### src/rtl/riscv_ifu_fetch_queue_pkg.sv
// Shared IFU types: the 16-bit instruction parcel, the RVC length test and
// the default reset fetch address.
package riscv_pkg;

  typedef logic [15:0] parcel_t;

  localparam logic [31:0] RESET_PC_DEFAULT = 32'h0000_0200;

  // A parcel starts a compressed instruction unless its two low bits are 11.
  function automatic logic is_compressed(parcel_t p);
    return p[1:0] != 2'b11;
  endfunction

endpackage

### src/rtl/riscv_ifu_fetch_queue_if.sv
// Fetch-side request/response bus plus the decode-side instruction handshake.
// The master modport is the fetch queue; the slave modport is its environment.
interface riscv_ifu_fetch_queue_if #(
  parameter int FETCH_W = 32
);

  logic               req_vld;
  logic [31:0]        req_addr;
  logic               req_ack;
  logic               rsp_vld;
  logic [31:0]        rsp_addr;
  logic [FETCH_W-1:0] rsp_data;
  logic               rsp_ack;
  logic               ifu_vld;
  logic               ifu_rdy;
  logic [31:0]        ifu_addr;
  logic [31:0]        ifu_data;
  logic               ifu_cmp;

  modport master (
    output req_vld, req_addr, rsp_ack, ifu_vld, ifu_addr, ifu_data, ifu_cmp,
    input  req_ack, rsp_vld, rsp_addr, rsp_data, ifu_rdy
  );

  modport slave (
    input  req_vld, req_addr, rsp_ack, ifu_vld, ifu_addr, ifu_data, ifu_cmp,
    output req_ack, rsp_vld, rsp_addr, rsp_data, ifu_rdy
  );

endinterface

### src/rtl/riscv_ifu_fetch_queue_fifo.sv
// Circular parcel buffer: pushes 0..HW parcels at the tail, pops 0..2 at the
// head, and exposes the two head parcels for instruction alignment.
module riscv_parcel_fifo
  import riscv_pkg::*;
#(
  parameter  int HW       = 2,
  parameter  int DEPTH_HW = 8,
  localparam int PTR_W    = $clog2(DEPTH_HW),
  localparam int CNT_W    = PTR_W + 1,
  localparam int PUSH_W   = $clog2(HW + 1)
) (
  input  logic              clock,
  input  logic              reset,
  input  logic              clear,
  input  logic [PUSH_W-1:0] push_n,
  input  parcel_t           push_data [HW],
  input  logic [1:0]        pop_n,
  output parcel_t           peek0,
  output parcel_t           peek1,
  output logic [CNT_W-1:0]  count
);

  typedef logic [PTR_W-1:0] ptr_t;

  parcel_t mem [DEPTH_HW];
  ptr_t    head;
  ptr_t    tail;

  // NOTE: sequential state uses non-blocking '<=' so every register samples
  // pre-edge values regardless of statement order.
  always_ff @(posedge clock) begin
    if (reset || clear) begin
      head  <= '0;
      tail  <= '0;
      count <= '0;
    end else begin
      head  <= head + ptr_t'(pop_n);
      tail  <= tail + ptr_t'(push_n);
      count <= count + CNT_W'(push_n) - CNT_W'(pop_n);
    end
  end

  // NOTE: the storage array is deliberately not reset; head, tail and count
  // alone decide which entries hold live parcels.
  always_ff @(posedge clock) begin
    for (int i = 0; i < HW; i++) begin
      if (i < int'(push_n)) mem[tail + ptr_t'(i)] <= push_data[i];
    end
  end

  assign peek0 = mem[head];
  assign peek1 = mem[head + ptr_t'(1)];

endmodule

### src/rtl/riscv_ifu_fetch_queue.sv
// Sequential instruction fetch queue: credit-limited requests, in-order
// response capture with stale-address drop, and RVC/32-bit output alignment.
module riscv_ifu_fetch_queue
  import riscv_pkg::*;
#(
  parameter int          FETCH_W  = 32,
  parameter int          DEPTH_HW = 8,
  parameter int          MAX_OUT  = 2,
  parameter logic [31:0] RESET_PC = RESET_PC_DEFAULT
) (
  input  logic                    clock,
  input  logic                    reset,
  input  logic                    redirect_vld,
  input  logic [31:0]             redirect_pc,
  riscv_ifu_fetch_queue_if.master bus
);

  localparam int          HW         = FETCH_W / 16;
  localparam int          OFF_W      = $clog2(FETCH_W / 8);
  localparam int          SKIP_W     = OFF_W - 1;
  localparam int          CNT_W      = $clog2(DEPTH_HW) + 1;
  localparam int          PUSH_W     = $clog2(HW + 1);
  localparam int          OUT_W      = 3;
  localparam logic [31:0] STEP       = 32'(FETCH_W / 8);
  localparam logic [31:0] ALIGN_MASK = ~(STEP - 32'd1);

  logic [31:0]        fetch_pc;
  logic [31:0]        exp_addr;
  logic [31:0]        head_pc;
  logic [SKIP_W-1:0]  skip;
  logic [OUT_W-1:0]   out_cnt;

  logic [CNT_W-1:0]   count;
  parcel_t            p0;
  parcel_t            p1;
  parcel_t            push_data [HW];
  logic [PUSH_W-1:0]  push_n;
  logic [1:0]         pop_n;
  logic [FETCH_W-1:0] rsp_shift;
  logic               req_ok;
  logic               req_fire;
  logic               rsp_hit;
  logic               p0_cmp;
  logic               out_vld;
  logic               pop;

  // Leading parcels before the redirect target are shifted out before the push.
  assign rsp_shift = bus.rsp_data >> {skip, 4'b0000};

  for (genvar g = 0; g < HW; g++) begin : g_split
    assign push_data[g] = rsp_shift[16*g +: 16];
  end

  // NOTE: combinational logic gives every output a default first, so no path
  // leaves a signal unassigned and no latch is inferred.
  always_comb begin
    req_ok   = !redirect_vld && (int'(out_cnt) < MAX_OUT) &&
               ((DEPTH_HW - int'(count)) >= (int'(out_cnt) + 1) * HW);
    req_fire = req_ok && bus.req_ack;
    rsp_hit  = bus.rsp_vld && (bus.rsp_addr == exp_addr) && !redirect_vld;
    push_n   = rsp_hit ? PUSH_W'(HW - int'(skip)) : '0;

    p0_cmp   = is_compressed(p0);
    out_vld  = ((count != '0) && p0_cmp) || (count >= CNT_W'(2));
    pop      = out_vld && bus.ifu_rdy && !redirect_vld;
    pop_n    = pop ? (p0_cmp ? 2'd1 : 2'd2) : 2'd0;
  end

  always_comb begin
    bus.req_vld  = req_ok;
    bus.req_addr = fetch_pc;
    bus.rsp_ack  = bus.rsp_vld;
    bus.ifu_vld  = out_vld;
    bus.ifu_addr = head_pc;
    bus.ifu_cmp  = p0_cmp;
    bus.ifu_data = p0_cmp ? {16'h0000, p0} : {p1, p0};
  end

  always_ff @(posedge clock) begin
    if (reset) begin
      fetch_pc <= RESET_PC & ALIGN_MASK;
      exp_addr <= RESET_PC & ALIGN_MASK;
      head_pc  <= RESET_PC & ~32'd1;
      skip     <= RESET_PC[OFF_W-1:1];
      out_cnt  <= '0;
    end else begin
      // Credits track every acked response, including the stale ones dropped.
      out_cnt <= out_cnt + OUT_W'(req_fire) - OUT_W'(bus.rsp_vld);
      if (redirect_vld) begin
        fetch_pc <= redirect_pc & ALIGN_MASK;
        exp_addr <= redirect_pc & ALIGN_MASK;
        head_pc  <= redirect_pc & ~32'd1;
        skip     <= redirect_pc[OFF_W-1:1];
      end else begin
        if (req_fire) fetch_pc <= fetch_pc + STEP;
        if (rsp_hit) begin
          exp_addr <= exp_addr + STEP;
          skip     <= '0;
        end
        if (pop) head_pc <= head_pc + (p0_cmp ? 32'd2 : 32'd4);
      end
    end
  end

  riscv_parcel_fifo #(
    .HW       (HW),
    .DEPTH_HW (DEPTH_HW)
  ) u_fifo (
    .clock     (clock),
    .reset     (reset),
    .clear     (redirect_vld),
    .push_n    (push_n),
    .push_data (push_data),
    .pop_n     (pop_n),
    .peek0     (p0),
    .peek1     (p1),
    .count     (count)
  );

endmodule

### src/flat_wrapper.sv
// flat-port wrapper written by rule: the top's interface ports become plain ports
module riscv_ifu_fetch_queue_flat import riscv_pkg::*;
#(
  parameter int          FETCH_W  = 32,
  parameter int          DEPTH_HW = 8,
  parameter int          MAX_OUT  = 2,
  parameter logic [31:0] RESET_PC = RESET_PC_DEFAULT
)
  (clock, reset, redirect_vld, redirect_pc, bus_req_vld, bus_req_addr, bus_rsp_ack, bus_ifu_vld, bus_ifu_addr, bus_ifu_data, bus_ifu_cmp, bus_req_ack, bus_rsp_vld, bus_rsp_addr, bus_rsp_data, bus_ifu_rdy);
  riscv_ifu_fetch_queue_if #(.FETCH_W(FETCH_W)) bus_i ();
  input  logic clock;
  input  logic reset;
  input  logic redirect_vld;
  input  logic [31:0] redirect_pc;
  output wire logic [$bits(bus_i.req_vld)-1:0] bus_req_vld;
  output wire logic [$bits(bus_i.req_addr)-1:0] bus_req_addr;
  output wire logic [$bits(bus_i.rsp_ack)-1:0] bus_rsp_ack;
  output wire logic [$bits(bus_i.ifu_vld)-1:0] bus_ifu_vld;
  output wire logic [$bits(bus_i.ifu_addr)-1:0] bus_ifu_addr;
  output wire logic [$bits(bus_i.ifu_data)-1:0] bus_ifu_data;
  output wire logic [$bits(bus_i.ifu_cmp)-1:0] bus_ifu_cmp;
  input wire logic [$bits(bus_i.req_ack)-1:0] bus_req_ack;
  input wire logic [$bits(bus_i.rsp_vld)-1:0] bus_rsp_vld;
  input wire logic [$bits(bus_i.rsp_addr)-1:0] bus_rsp_addr;
  input wire logic [$bits(bus_i.rsp_data)-1:0] bus_rsp_data;
  input wire logic [$bits(bus_i.ifu_rdy)-1:0] bus_ifu_rdy;
  assign bus_req_vld = bus_i.req_vld;
  assign bus_req_addr = bus_i.req_addr;
  assign bus_rsp_ack = bus_i.rsp_ack;
  assign bus_ifu_vld = bus_i.ifu_vld;
  assign bus_ifu_addr = bus_i.ifu_addr;
  assign bus_ifu_data = bus_i.ifu_data;
  assign bus_ifu_cmp = bus_i.ifu_cmp;
  assign bus_i.req_ack = bus_req_ack;
  assign bus_i.rsp_vld = bus_rsp_vld;
  assign bus_i.rsp_addr = bus_rsp_addr;
  assign bus_i.rsp_data = bus_rsp_data;
  assign bus_i.ifu_rdy = bus_ifu_rdy;
  riscv_ifu_fetch_queue #(.FETCH_W(FETCH_W), .DEPTH_HW(DEPTH_HW), .MAX_OUT(MAX_OUT), .RESET_PC(RESET_PC)) u_core (.clock(clock), .reset(reset), .redirect_vld(redirect_vld), .redirect_pc(redirect_pc), .bus(bus_i));
endmodule
### config.mk
export PLATFORM = sky130hd
export DESIGN_NAME = riscv_ifu_fetch_queue_flat
export DESIGN_NICKNAME = d
export VERILOG_FILES = /design/src/rtl/riscv_ifu_fetch_queue_pkg.sv /design/src/rtl/riscv_ifu_fetch_queue_if.sv /design/src/rtl/riscv_ifu_fetch_queue_fifo.sv /design/src/rtl/riscv_ifu_fetch_queue.sv /design/src/flat_wrapper.sv
export SDC_FILE = /design/constraint.sdc
export NUM_CORES = 1
export LEC_CHECK = 0
export ABC_AREA = 1
export CORE_MARGIN = 3
export CORE_UTILIZATION = 52
export CTS_CLUSTER_SIZE = 24
export DETAILED_ROUTE_END_ITERATION = 12
export GPL_TIMING_DRIVEN = 0
export PLACE_DENSITY = 0.78
export RECOVER_POWER = 25
export SYNTH_ARGS = -nofsm -noshare
export SYNTH_HDL_FRONTEND = slang
export SYNTH_SLANG_ARGS = --single-unit
### constraint.sdc
create_clock -name clock -period 2.98 [get_ports clock]
set_input_delay 0.596 -clock clock [delete_from_list [all_inputs] [get_ports clock]]
set_output_delay 0.596 -clock clock [all_outputs]
set_load 0.02 [all_outputs]
# After elaboration in Yosys (flattened, before gate mapping)
# Memory sizes are Yosys's and may differ from the RTL's. A register that Yosys moved wholly into a read port is not among the register bits.
# Index checks and enable logic that the tools add are counted.
[word_totals] regBits=110 mem_bits_rw=128 word_cells=68 memories=1
[mem_list] memory="u_core.u_fifo.mem" depth=8 word_bits=16 read_ports=2 rd_clocked_by_memory_dff=1 wr=2 line_no="riscv_ifu_fetch_queue_fifo.sv:25" source="parcel_t mem [DEPTH_HW];"
[op_classes] add_sub_neg=14 order_cmp=5 eq_ne=2 n_shift=1 n_mux=18 reduce_logical=16
[ops] op="$mux 32" n=7
[ops] op="$add 32x3->32 const B" n=2
[ops] op="$add 32x32->32" n=1
[ops] op="$eq 32x32->1" n=1
[ops] op="$ge 32x32->1" n=1
[ops] op="$shr 32x5->32" n=1
[ops] op="$logic_and 1x1->1" n=8
[ops] op="$add 3x1->3 const B" n=2
[ops] op="$add 3x2->3" n=2
[ops] op="$mux 1" n=6
[ops] op="$mux 2" n=3
[ops] op="$mux 3" n=2
[ops] op="$reduce_bool 2->1" n=3
[ops] op="$sub 4x4->5 const A" n=1
[ops] op="$add 3x1->4 const B" n=1
[ops] op="$add 4x2->4" n=1
[ops] op="$ge 4x2->1 const B" n=1
[ops] op="$lt 1x2->1 const A" n=2
[ops] op="$reduce_bool 4->1" n=1
[ops] op="$sub 4x2->4" n=1
[ops] op="$add 3x1->3" n=1
[ops] op="$lt 3x2->1 const B" n=1
[ops] op="$sub 3x1->3" n=1
[ops] op="$logic_or 1x1->1" n=2
[ops] op="other kinds (4)" n=4

# Longest topological paths before layout
[logic_depth] ltp_word=8 ltp_mapped=24 ltp_nobuf=21

# Hierarchy
# Synthesis repeated with hierarchy kept, for this count alone.
[hier_totals] cells_unflattened=2846 area_unflattened_um2=17553.1
[modules_own_cells] module="riscv_parcel_fifo" n_inst=1 cells_per_inst=1405 area_per_inst_um2=9598.0 seq_area_each_um2=4043.9
[modules_own_cells] module="riscv_ifu_fetch_queue" n_inst=1 cells_per_inst=1441 area_per_inst_um2=7955.1 seq_area_each_um2=1901.8

# Worst setup path before layout
# No wires, ideal clock.
[synth_timing] path_kind="register -> register" startpoint="reg u_core.u_fifo.head[1] (netlist name)" endpoint="reg u_core.head_pc[17], in the netlist u_core.bus.ifu_addr[17]" arrival_ns=3.449 setup_slack_ns=-0.601 stages_incl_launch_ff=22 path_buffers=3 path_cell_list="dfxtp_1 > buf_4 > clkinv_1 > nand3_1 > nand2_1 > nand2_1 > nand2_1 > nand2_1 > buf_2 > buf_1 > ha_1 > inv_1 > fa_1 > nor2_1 > nand2_1 > nor2_1 > nand3_1 > xor2_1 > nand2_1 > nand2_1 > nand2_1 > a21oi_1"
[synth_lines] item="end signal: assignment" line_no="riscv_ifu_fetch_queue.sv:83" source="head_pc <= RESET_PC & ~32'd1;"
[synth_lines] item="end signal: assignment" line_no="riscv_ifu_fetch_queue.sv:92" source="head_pc <= redirect_pc & ~32'd1;"
[synth_lines] item="end signal: assignment" line_no="riscv_ifu_fetch_queue.sv:100" source="if (pop) head_pc <= head_pc + (p0_cmp ? 32'd2 : 32'd4);"
[synth_lines] item="end: declaration" line_no="riscv_ifu_fetch_queue.sv:29" source="logic [31:0] head_pc;"

# Worst setup path in the final report
[layout_timing] startpoint="in redirect_vld" endpoint="reg u_core.u_fifo.count[3]"
[layout_between] elab_chain_len=5 elab_cells_between_ends=8 classes_between="2 x add/sub; 2 x mux; 4 x reduce/logical"
[layout_rtl] item="start: declaration" line_no="flat_wrapper.sv:13" source="input logic redirect_vld;"
[layout_rtl] item="$logic_not 1->1" line_no="riscv_ifu_fetch_queue.sv:60, riscv_ifu_fetch_queue.sv:65"
[layout_rtl] item="$logic_and 1x1->1" line_no="riscv_ifu_fetch_queue.sv:60" source="rsp_hit = bus.rsp_vld && (bus.rsp_addr == exp_addr) && !redirect_vld;"
[layout_rtl] item="$mux 2" line_no="riscv_ifu_fetch_queue.sv:61" source="push_n = rsp_hit ? PUSH_W'(HW - int'(skip)) : '0;"
[layout_rtl] item="$add 4x2->4" line_no="riscv_ifu_fetch_queue_fifo.sv:39" source="count <= count + CNT_W'(push_n) - CNT_W'(pop_n);"
[layout_rtl] item="$sub 4x2->4" line_no="riscv_ifu_fetch_queue_fifo.sv:39"
[layout_rtl] item="end signal: assignment" line_no="riscv_ifu_fetch_queue_fifo.sv:39"
[layout_rtl] item="end: declaration" line_no="riscv_ifu_fetch_queue_fifo.sv:20" source="output logic [CNT_W-1:0] count"
# Several ways; a longest one is shown, not always the timed one.
# A chain may end at the register's enable or synchronous reset.

==> metrics <==
Max Fclk 315.6 MHz; Yosys warnings 0; P_leak 8.869 nW; setup ws final -0.1886 ns; top cell type's share of synthesized area 23.38%; Fill cells 2550; synth cell count leaders nand2_1 (800), nor2_1 (215), inv_1 (185), a21oi_1 (156), nand4_1 (146); I/O Buffers 197; Async SR Flop Fraction 0%; wire length on met1 26740 microns; Detailed Route WL 76100 microns; Power Total 8.571 mW; placed instance count 3012; met3 wire len 10200 microns; GR Overflow Total 0; Reg2Reg Setup Slack -0.18 ns; Critical Path Start Type input pin; crit path DAT 3.61 ns; crit-path max cell delay 0.70 ns; DIE WIDTH 183.8 microns; die area 33790 sq um; cell repeated most along the worst path clkbuf_2; row count 64; core area 30910 sq um; top_reg_cell synth edfxtp_1; Root Buffer clkbuf_16; DPL Wire Length 56270 microns; clock tree buffer depth 3; crit path from redirect_vld; min-delay worst type reg -> reg; critical-path maximum fanout 10; largest net degree at the start of global routing 17; CP Class in -> reg; area delta synth->final 30.39%; Detailed Routing Iterations Pass 1 7; post-route ant nets 0; max_cap viols 0; I/O pins 202; EDFF count, synth 128; worst-path cell chain dlygate4sd3_1, clkbuf_2, clkbuf_2, nor2_4, nand2_2, inv_2, fa_1, inv_1, ha_1, nand2_1, nor2_2, a211oi_2, buf_4, a21oi_1; routability cong. 1.071; DRC errors left 0; Required @ worst endpoint 3.42 ns; clk sinks 233; fraction of layout cells with a size suffix above 1 14.38%; wire length per cell 24.56 microns; status complete, but fails checks; sequential area share after synthesis 36.16%; Max VDD drop 0.4250 mV; synth unique cells 47; Fin. Hold Viols 0; Top delay family on crit path buffers and inverters; Starting Density 53.19%; Worst Skew 0.01711 ns; Synth area leaders edfxtp_1 (23%), nand2_1 (18%), dfxtp_1 (13%); crit share post-route 106.3%; final setup fails 47; Rel. slew slack 14.33%; Slew @ Worst Pin 1.276 ns; post-synth top area cell edfxtp_1; setup TNS -2.252 ns; dpl ws -1.378 ns; nets@finish 2811; first-pass GRT wire length 110300 microns; Finished Core Util 69.36%; Hold-fix buffers, CTS 0; gate count after technology mapping 2412; gr usage total 43.22%; Iteration-0 DRC Markers 2837; Die Ht 183.8 microns; Clock Pin Slew Worst Setup and Hold Paths 0.06 ns; Crit. End Element flop; H-tree depth 1; final cell count without fillers 3098; vias per inst 6.311; initial antenna violation count 4; Clock Latency Late Sink 0.55 ns; CTS Buf Count 27; top-count cell post-synth nand2_1; Critical path buffers and inverters 6; worst flop-to-flop path startpoint u_core.u_fifo.head[0]; Cell Area, Synth 16440 sq um; vias in the first global route 18070; violated checks setup timing; Worst Hold Launch u_core.exp_addr[19]; Tmin final 3.169 ns; top layer used by detailed routing met5; pwr dens 399.8 nW/um^2; FF+latch count, synth 233; metal2 WL 32340 microns; CP max stage cell dlygate4sd3_1; fin. max-slew vios 0; RSZ-0062 raised after global routing yes; CTS tree yes; vias 19550; Mean Syn Cell Area 6.817 sq um
## stage by stage
step / hold slack [ns] / cell area (sq um)
floorplan: 0.4653 / 16530
global placement: 0.4988 / 19000
detailed placement: 0.5000 / 19060
CTS: 0.5102 / 20780
global route: 0.5422 / 21430
finish: 0.5191 / 21440
## logic make-up (layout without fill, tap and decap cells)
group	after synthesis	in the layout	synth area share, %
compound gates	376	376	12.53
xor+xnor	88	88	4.688
fa+ha+maj	30	30	2.557
buf+inv	352	637	9.177
flops	233	233	36.16
other cells	1	6	0.02281
simple gates	1332	1332	34.86
## power by group
group / internal, mW / total (mW) / switching (mW)
clock: 1.94 / 3.38 / 1.44
combinational: 0.572 / 1.53 / 0.961
sequential: 3.50 / 3.66 / 0.164
total: 6.01 / 8.57 / 2.56
## tightest hold or removal path, cell delays in order (launching register included)
cell	delay (ns)
dfxtp_2	0.35
nand2_1	0.07
a21oi_1	0.06
## state kept, by name (all words and copies together), names as in the netlist
| signal | count |
|---|---|
| u_core.bus.ifu_addr | 31 |
| u_core.bus.req_addr | 30 |
| u_core.exp_addr | 30 |
| u_core.out_cnt | 3 |
| u_core.skip | 1 |
| u_core.u_fifo.count | 4 |
| u_core.u_fifo.head | 3 |
| u_core.u_fifo.mem | 128 |
| u_core.u_fifo.tail | 3 |
## final timing paths
| check | cells past startpoint | end |
|---|---|---|
| max | 14 | u_core.u_fifo.count[3] |
| min | 2 | u_core.exp_addr[19] |
| max reg2reg | 23 | u_core.u_fifo.count[3] |
| min reg2reg | 2 | u_core.exp_addr[19] |
## placed cells by master (no fill, tap or decap), drive strengths merged, types with 6 or more instances in the layout
cell / count
a21oi: 156
a221oi: 13
a31oi: 27
buf: 139
clkbuf: 125
clkdlybuf4s50: 89
clkinv: 6
clkinvlp: 6
dfxtp: 105
dlygate4sd3: 63
dlymetal6s2s: 8
edfxtp: 128
fa: 6
ha: 24
inv: 191
nand2: 803
nand3: 115
nand3b: 11
nand4: 146
nor2: 218
nor3: 34
o211ai: 13
o21a: 7
o21ai: 137
o22ai: 14
xnor2: 49
xor2: 39
## timing repair
| item | CTS | global route |
|---|---|---|
| endpoints found under the setup margin | 199 | 179 |
| cloned | 2 | 0 |
| gates resized for setup | 357 | 189 |
| endpoints found under the hold margin | 0 | 0 |
| buffers inserted | 25 | 17 |
| pin swaps | 42 | 71 |
## routing by layer
metal	GRT usage, %	up-vias
li1	-	8597
met1	53.45	8803
met2	67.04	1730
met3	11.34	416
met4	28.06	6
met5	0	-
## final cells by class
cell class	count	area, sq um	share of cell area (%)
flip-flops and latches	233	5979	27.89
clock buffers	34	701.9	3.274
diodes	3	7.507	0.03502
well taps	396	495.5	2.311
inverters	191	752.0	3.507
repair buffers	246	2354	10.98
multi-input cells	1829	9956	46.44
clock inverters	15	175.2	0.8170
plain buffers	151	1018	4.751
(Power assumes the default switching activity.)
